### src/rtl/uart_frame_led_ctrl.sv
// -----------------------------------------------------------------------------
// uart_frame_led_ctrl
//   Multi-channel LED sequencer programmed over a UART RX line.
//   An 8N1 receiver feeds a framed-command parser. Each accepted frame loads
//   a step time and an 8-bit pattern into one channel. Each channel then shifts
//   its pattern out on its LED and holds every bit for `time` prescaler ticks.
//   Frame layout: 55 A5 CH T3 T2 T1 T0 PAT F0 (T is big-endian).
//
// Ports
//   Clk        in   1        system clock, rising edge
//   Reset      in   1        asynchronous, active-high reset
//   uart_rx    in   1        asynchronous UART line, idle high
//   led        out  LED_NUM  LED drive, 1 = on
//   frame_ok   out  1        one-cycle pulse: valid frame committed
//   frame_err  out  1        one-cycle pulse: frame rejected
// -----------------------------------------------------------------------------
module uart_frame_led_ctrl #(
  parameter int CLK_FREQ     = 50_000_000,
  parameter int BAUD         = 115200,
  parameter int LED_NUM      = 4,
  parameter int PATTERN_W    = 8,
  parameter int TIME_W       = 32,
  parameter int TICK_DIV     = 50_000,
  parameter int TIMEOUT_BITS = 20
) (
  input  logic               Clk,
  input  logic               Reset,
  input  logic               uart_rx,
  output logic [LED_NUM-1:0] led,
  output logic               frame_ok,
  output logic               frame_err
);

  // ---------------------------------------------------------------------------
  // Derived constants
  // ---------------------------------------------------------------------------
  localparam int BIT_CYC  = CLK_FREQ / BAUD;
  localparam int CYC_W    = $clog2(BIT_CYC + 1);
  localparam int TO_LIMIT = TIMEOUT_BITS * BIT_CYC;
  localparam int TO_W     = $clog2(TO_LIMIT + 1);
  localparam int TICK_W   = $clog2(TICK_DIV + 1);
  localparam int STEP_W   = (PATTERN_W > 1) ? $clog2(PATTERN_W) : 1;

  localparam logic [CYC_W-1:0]  HALF_CYC  = CYC_W'(BIT_CYC / 2);
  localparam logic [CYC_W-1:0]  LAST_CYC  = CYC_W'(BIT_CYC - 1);
  localparam logic [TO_W-1:0]   TO_LAST   = TO_W'(TO_LIMIT - 1);
  localparam logic [TICK_W-1:0] TICK_LAST = TICK_W'(TICK_DIV - 1);
  localparam logic [STEP_W-1:0] STEP_LAST = STEP_W'(PATTERN_W - 1);

  // ---------------------------------------------------------------------------
  // UART receiver (8N1)
  // ---------------------------------------------------------------------------
  typedef enum logic [1:0] {
    RX_IDLE,
    RX_START,
    RX_DATA,
    RX_STOP
  } rx_state_t;

  rx_state_t         rx_state_q;
  logic              rx_meta_q;
  logic              rx_sync_q;
  logic              rx_prev_q;
  logic [CYC_W-1:0]  rx_cyc_q;
  logic [2:0]        rx_bit_q;
  logic [7:0]        rx_shift_q;
  logic [7:0]        rx_data_q;
  logic              rx_done_q;
  logic              stop_err_q;

  always_ff @(posedge Clk or posedge Reset) begin
    if (Reset) begin
      rx_state_q <= RX_IDLE;
      rx_meta_q  <= 1'b1;
      rx_sync_q  <= 1'b1;
      rx_prev_q  <= 1'b1;
      rx_cyc_q   <= '0;
      rx_bit_q   <= '0;
      rx_shift_q <= '0;
      rx_data_q  <= '0;
      rx_done_q  <= 1'b0;
      stop_err_q <= 1'b0;
    end else begin
      rx_meta_q  <= uart_rx;
      rx_sync_q  <= rx_meta_q;
      rx_prev_q  <= rx_sync_q;
      rx_done_q  <= 1'b0;
      stop_err_q <= 1'b0;

      case (rx_state_q)
        RX_IDLE: begin
          // Falling edge of the synchronised line marks a start bit.
          if (rx_prev_q && !rx_sync_q) begin
            rx_state_q <= RX_START;
            rx_cyc_q   <= '0;
          end
        end

        RX_START: begin
          // Mid-bit check filters glitches shorter than half a bit.
          if (rx_cyc_q == HALF_CYC) begin
            rx_cyc_q <= '0;
            rx_bit_q <= '0;
            if (rx_sync_q) begin
              rx_state_q <= RX_IDLE;
            end else begin
              rx_state_q <= RX_DATA;
            end
          end else begin
            rx_cyc_q <= rx_cyc_q + 1'b1;
          end
        end

        RX_DATA: begin
          if (rx_cyc_q == LAST_CYC) begin
            rx_cyc_q   <= '0;
            // LSB arrives first, so shift in from the top.
            rx_shift_q <= {rx_sync_q, rx_shift_q[7:1]};
            if (rx_bit_q == 3'd7) begin
              rx_state_q <= RX_STOP;
            end else begin
              rx_bit_q <= rx_bit_q + 1'b1;
            end
          end else begin
            rx_cyc_q <= rx_cyc_q + 1'b1;
          end
        end

        RX_STOP: begin
          if (rx_cyc_q == LAST_CYC) begin
            rx_cyc_q   <= '0;
            rx_state_q <= RX_IDLE;
            if (rx_sync_q) begin
              rx_done_q <= 1'b1;
              rx_data_q <= rx_shift_q;
            end else begin
              stop_err_q <= 1'b1;
            end
          end else begin
            rx_cyc_q <= rx_cyc_q + 1'b1;
          end
        end

        default: rx_state_q <= RX_IDLE;
      endcase
    end
  end

  // ---------------------------------------------------------------------------
  // Frame parser
  // ---------------------------------------------------------------------------
  typedef enum logic [3:0] {
    P_HDR0,
    P_HDR1,
    P_CH,
    P_T3,
    P_T2,
    P_T1,
    P_T0,
    P_PAT,
    P_TAIL
  } p_state_t;

  p_state_t          p_state_q;
  logic [7:0]        sh_ch_q;
  logic [31:0]       sh_time_q;
  logic [7:0]        sh_pat_q;
  logic [TO_W-1:0]   to_cnt_q;
  logic              frame_ok_q;
  logic              frame_err_q;
  logic              commit;

  // Channel registers load on the same edge that raises frame_ok.
  assign commit = rx_done_q && (p_state_q == P_TAIL) && (rx_data_q == 8'hF0) &&
                  (int'(sh_ch_q) < LED_NUM);

  always_ff @(posedge Clk or posedge Reset) begin
    if (Reset) begin
      p_state_q   <= P_HDR0;
      sh_ch_q     <= '0;
      sh_time_q   <= '0;
      sh_pat_q    <= '0;
      to_cnt_q    <= '0;
      frame_ok_q  <= 1'b0;
      frame_err_q <= 1'b0;
    end else begin
      frame_ok_q  <= 1'b0;
      frame_err_q <= 1'b0;

      if (stop_err_q) begin
        frame_err_q <= 1'b1;
        p_state_q   <= P_HDR0;
        to_cnt_q    <= '0;
      end else if (rx_done_q) begin
        to_cnt_q <= '0;
        case (p_state_q)
          P_HDR0: if (rx_data_q == 8'h55) p_state_q <= P_HDR1;
          P_HDR1: begin
            // A repeated 55 may be the real start of the header.
            if (rx_data_q == 8'hA5) begin
              p_state_q <= P_CH;
            end else if (rx_data_q != 8'h55) begin
              p_state_q <= P_HDR0;
            end
          end
          P_CH: begin
            sh_ch_q   <= rx_data_q;
            p_state_q <= P_T3;
          end
          P_T3: begin
            sh_time_q <= {sh_time_q[23:0], rx_data_q};
            p_state_q <= P_T2;
          end
          P_T2: begin
            sh_time_q <= {sh_time_q[23:0], rx_data_q};
            p_state_q <= P_T1;
          end
          P_T1: begin
            sh_time_q <= {sh_time_q[23:0], rx_data_q};
            p_state_q <= P_T0;
          end
          P_T0: begin
            sh_time_q <= {sh_time_q[23:0], rx_data_q};
            p_state_q <= P_PAT;
          end
          P_PAT: begin
            sh_pat_q  <= rx_data_q;
            p_state_q <= P_TAIL;
          end
          P_TAIL: begin
            if (commit) begin
              frame_ok_q <= 1'b1;
            end else begin
              frame_err_q <= 1'b1;
            end
            p_state_q <= P_HDR0;
          end
          default: p_state_q <= P_HDR0;
        endcase
      end else if (p_state_q != P_HDR0) begin
        // Inter-byte watchdog; shadows are simply overwritten by the next frame.
        if (to_cnt_q == TO_LAST) begin
          to_cnt_q  <= '0;
          p_state_q <= P_HDR0;
        end else begin
          to_cnt_q <= to_cnt_q + 1'b1;
        end
      end else begin
        to_cnt_q <= '0;
      end
    end
  end

  assign frame_ok  = frame_ok_q;
  assign frame_err = frame_err_q;

  // ---------------------------------------------------------------------------
  // Shared time-unit prescaler
  // ---------------------------------------------------------------------------
  logic [TICK_W-1:0] tick_cnt_q;
  logic [TICK_W-1:0] tick_cnt_d;
  logic              tick;

  assign tick = (tick_cnt_q == TICK_LAST);

  always_comb begin
    tick_cnt_d = tick_cnt_q + 1'b1;
    if (tick) tick_cnt_d = '0;
  end

  always_ff @(posedge Clk or posedge Reset) begin
    if (Reset) begin
      tick_cnt_q <= '0;
    end else begin
      tick_cnt_q <= tick_cnt_d;
    end
  end

  // ---------------------------------------------------------------------------
  // Per-channel pattern sequencers
  // ---------------------------------------------------------------------------
  logic [LED_NUM-1:0] led_q;

  generate
    for (genvar gi = 0; gi < LED_NUM; gi++) begin : g_chan
      logic [TIME_W-1:0]    time_q;
      logic [TIME_W-1:0]    unit_q;
      logic [PATTERN_W-1:0] pat_q;
      logic [STEP_W-1:0]    step_q;
      logic                 load;

      assign load = commit && (sh_ch_q == 8'(gi));

      always_ff @(posedge Clk or posedge Reset) begin
        if (Reset) begin
          time_q   <= '0;
          unit_q   <= '0;
          pat_q    <= '0;
          step_q   <= '0;
          led_q[gi] <= 1'b0;
        end else begin
          if (load) begin
            time_q <= TIME_W'(sh_time_q);
            pat_q  <= PATTERN_W'(sh_pat_q);
            unit_q <= '0;
            step_q <= '0;
          end else if (time_q == '0) begin
            unit_q <= '0;
            step_q <= '0;
          end else if (tick) begin
            if (unit_q == time_q - TIME_W'(1)) begin
              unit_q <= '0;
              step_q <= (step_q == STEP_LAST) ? '0 : step_q + 1'b1;
            end else begin
              unit_q <= unit_q + 1'b1;
            end
          end
          // A zero step time parks the channel dark.
          led_q[gi] <= (time_q != '0) ? pat_q[step_q] : 1'b0;
        end
      end
    end
  endgenerate

  assign led = led_q;

endmodule

### config.mk
export PLATFORM = sky130hd
export DESIGN_NAME = uart_frame_led_ctrl
export DESIGN_NICKNAME = d
export VERILOG_FILES = /design/src/rtl/uart_frame_led_ctrl.sv
export SDC_FILE = /design/constraint.sdc
export NUM_CORES = 1
export LEC_CHECK = 0
export BUFFER_PORTS_ARGS = -buffer_cell sky130_fd_sc_hd__buf_2
export CORE_ASPECT_RATIO = 0.75
export CORE_MARGIN = 1.5
export CORE_UTILIZATION = 40
export CTS_CLUSTER_DIAMETER = 60
export CTS_CLUSTER_SIZE = 8
export DETAILED_ROUTE_END_ITERATION = 8
export SYNTH_ARGS = -nofsm -noshare
export SYNTH_HDL_FRONTEND = slang
export SYNTH_SLANG_ARGS = --single-unit
### constraint.sdc
create_clock -name Clk -period 20.6 [get_ports Clk]
set_input_delay 5.15 -clock Clk [delete_from_list [all_inputs] [get_ports Clk]]
set_output_delay 5.15 -clock Clk [all_outputs]
set_load 0.02 [all_outputs]
Yosys cells after proc, flatten, opt, wreduce, memory -nomap -nowiden:

Cells that the tools add are included.
Widths: inputs -> output; s select.

* bits in registers: 423
* input port bits: 3
* output and inout bits: 6
* word-level logic and storage cells: 235

* $add $sub $neg: 16
* magnitude comparators: 5
* equality and inequality tests: 39
* mux-type cells: 90
* bitwise operators: 1
* reductions and logical operators: 46

Operator list (count)
* $mux 32: 16
* $add 32x1->32 const B: 4
* $eq 32x32->1: 4
* $logic_not 32->1: 4
* $reduce_bool 32->1: 4
* $sub 32x1->32 const B: 4
* $mux 3: 23
* $mux 14: 4
* $pmux 4 s8: 1
* $reduce_bool 3->1: 10
* $mux 4: 7
* $mux 9: 3
* $pmux 9 s3: 1
* $mux 1: 22
* $add 16x1->16 const B: 1
* $eq 16x16->1 const B: 1
* $eq 4x3->1 const B: 4
* $eq 8x2->1 const B: 2
* $eq 8x8->1 const B: 2
* $lt 3x4->1 const B: 4
* $mux 16: 1
* $add 3x1->3 const B: 5
* $eq 3x3->1 const B: 5
* $add 14x1->14 const B: 1
* other kinds (34): 64

Logic depth before layout (Yosys ltp):

* word-level depth: 8
* gate-level depth with buffers: 13
* gate-level depth less buffers: 11

Worst setup path after synthesis:

No wires, ideal clock.

* path kind: register -> output
* start: register frame_err_q, in the netlist frame_err
* end: output frame_err
* arrival time: 0.416 ns
* required time: 15.450 ns
* slack: 15.034 ns
* stages on the path, launching flop included: 1
* buffers on the path: 0
* cells stage by stage: dfrtp_1

RTL lines
* start: declaration: RTL line 170 `logic frame_err_q;`
* start signal: assignment: RTL line 185 `frame_err_q <= 1'b0;`
* start signal: assignment: RTL line 188 `frame_err_q <= 1'b0;`
* start signal: assignment: RTL line 191 `frame_err_q <= 1'b1;`
* end: declaration: RTL line 31 `output logic frame_err`

No word-level cell between the ends.

==> flow_metrics.tcl <==
set metrics [dict create \
    vias 18314 \
    grt_usage_pct 20.70 \
    gp_congestion 0.8920 \
    cts_inserted_buffers 58 \
    finalClockSkew_ns 0.02974 \
    synth.distinct_cells 87 \
    syn-mean-instance-area_sq_um 9.513 \
    antenna_found_initial 1 \
    final_nets 2475 \
    maxSlewViolCount 0 \
    io_buffers 8 \
    cts_setup_buffers 0 \
    io_pins 9 \
    htreeDepth 2 \
    drt-total-wl_microns 60850 \
    area_growth_syn_to_layout_pct 9.766 \
    synth_edf_count 0 \
    ys_seq_elements 423 \
    path_max_fanout 130 \
    cts_hold_buf 0 \
    worst_pin_slew_ns 1.292 \
    crit_chain "buf_2 > inv_8 > buf_4 > buf_4 > buf_4" \
    cts_root_buf "clkbuf_16" \
    critical-path-top-cell-by-count "buf_4" \
    fin_crit_sh_pct 39.19 \
    diodes 0 \
    hold_violations 0 \
    rsz0062_at_grt "false" \
    synthFlopType "dfrtp_1" \
    maxSlewHeadroom_pct 13.68 \
    die_w_microns 282.9 \
    status "finished clean" \
    firstDrtPassIters 5 \
    synth_most_common_cell "dfrtp_1" \
    ys_seq_area_share_pct 45.07 \
    cts_tree "built" \
    drv_cap 0 \
    syn_inst 2470 \
    min_period_ns 8.073 \
    synth_commonest_cells "dfrtp_1 (420), nand2_1 (379), nor2_1 (256)" \
    yosys-top-cells-area "dfrtp_1 (45%), mux2_2 (6.9%), nand2_1 (6.1%)" \
    cp_slowest_cell "buf_4" \
    rows 76 \
    cp-start-kind "input port" \
    setup_tns_ns 0 \
    antenna_left 0 \
    rrSetupSlack_ns 15.84 \
    cp.required_ns 21.18 \
    finalSetupViolations 0 \
    utilization_pct 44.68 \
    cts_sinks 423 \
    worst-setup-path-type "in2async" \
    hp-class "reg2reg" \
    via_per_inst 5.645 \
    endpoint_kind "async pin" \
    core_area_sq_um 57720 \
    cts_buffer_depth 3 \
    dieArea_sq_um 60220 \
    clk_latency_ns 0.62 \
    overflow 0 \
    grt_pass1_wl_microns 99170 \
    die_h_microns 212.9 \
    hpwl_microns 42470 \
    drive_above_1_share_pct 11.77 \
    p_leak_nw 11.71 \
    crit_buf_inv 5 \
    grt_pass1_vias 17912 \
    drt_iter0_markers 1498 \
    grt_start_max_net_pins 131 \
    synth.largest_area_cell "dfrtp_1" \
    path_delay_family "buffers and inverters" \
    power.density_nw_per_um2 68.08 \
    max_freq_mhz 123.9 \
    worstPathArrival_ns 8.65 \
    async_reset_ff_share_pct 100.0 \
    synth_top_area_share_pct 44.73 \
    whs_ns 0.3602 \
    fill_cells 5484 \
    clk_pin_slew_worst_paths_ns 0.05 \
    vdd_drop_max_mv 0.07584 \
    wl_per_cell_microns 18.76 \
    start_util_pct 40.71 \
    synth_fp_nets 2495 \
    drc 0 \
    max_stage_delay_ns 0.89 \
    cts_resized 0 \
    yosys_warnings 0 \
    synth_area_sq_um 23500 \
]
-- metrics by stage --
step	cell area, sq um	power, mW	setup slack (ns)	std cells
2_1_floorplan	23500	0.8965	3.678	2470
5_1_grt	25790	1.820	11.90	3244
3_5_place_dp	24240	0.9088	11.72	3170
6_report	25790	1.756	12.53	3244
3_3_place_gp	24240	0.9058	11.80	3170
4_1_cts	25790	1.779	12.36	3244
-- final cells by class --
| type | count | area (sq um) | area share, % |
|---|---|---|---|
| inverter | 43 | 168.9 | 0.6549 |
| timing repair buffer | 26 | 175.2 | 0.6792 |
| multi-input combinational | 1898 | 12330 | 47.80 |
| tap | 780 | 975.9 | 3.784 |
| clock buffer | 72 | 1525 | 5.914 |
| clock inverter | 2 | 28.78 | 0.1116 |
| sequential | 423 | 10590 | 41.06 |
-- report_power, final --
group | internal (mW) | switching (mW)
registers | 0.840 | 0.0115
clock network | 0.508 | 0.354
logic | 0.0126 | 0.0302
-- worst register-to-register path, cell delays in order (launching register included) --
cell and delay (ns):
dfrtp_1 0.42, inv_1 0.10, ha_1 0.19, nor3b_1 0.63, nand3_1 0.36, or3_1 0.45, a221oi_1 0.29, nand4_1 0.14
nor4_1 0.63, nand2_1 0.34, nand2b_1 0.90, nor2_1 0.14
-- per-layer routing --
layer | global-route usage (%) | vias up | share of wire (%)
met2 | 31.72 | 449 | 44
met5 | 0 | - | 0
li1 | - | 8655 | -
met3 | 3.348 | 87 | 5.6
met4 | 5.643 | 0 | 2.2
met1 | 30.19 | 9123 | 48
-- cells in the final DEF, fill, tap and decap left out, types with 22 or more instances in the layout --
cell type and count:
dfrtp_1 420, nand2_1 379, nor2_1 256, mux2_2 143
xor2_1 140, xnor2_1 134, nand3_1 92, nor3_1 70
nand4_1 64, o21ai_0 62, clkbuf_16 59, a21oi_1 56
nor4_1 50, inv_1 41, or3_1 41, and3_1 34
mux2i_1 26, or4_1 25, ha_1 22
-- flip-flops by register name, indices dropped and copies added (netlist names), 3 cells and up, named ones only --
signal,cells
g_chan.pat_q,32
g_chan.step_q,12
g_chan.time_q,128
g_chan.unit_q,128
led,4
p_state_q,4
rx_bit_q,3
rx_cyc_q,9
rx_data_q,8
rx_shift_q,8
sh_ch_q,8
sh_pat_q,8
sh_time_q,32
tick_cnt_q,16
to_cnt_q,14
-- kinds of logic after synthesis --
logic type	count (synthesis)	synth area share, %
DFF	423	45.07
buffers and inverters	149	2.551
and+or+nand+nor	1169	25.08
muxes	177	8.728
AOI/OAI and AO/OA	256	7.189
adders and majority gates	22	1.172
xor gates and xnor gates	274	10.21
-- worst paths after layout --
path                                startpoint                    to  cells after the start
setup / recovery                         Reset         sh_time_q[22]                      5
hold / removal                       rx_meta_q             rx_sync_q                      0
setup reg to reg           g_chan[1].time_q[0]  g_chan[1].unit_q[12]                     11
hold reg to reg                      rx_meta_q             rx_sync_q                      0
max in group Clk                        led[0]                led[0]                      1
min in group asynchronous                Reset        tick_cnt_q[11]                      2
No activity file was read; power rests on OpenSTA's default activity.
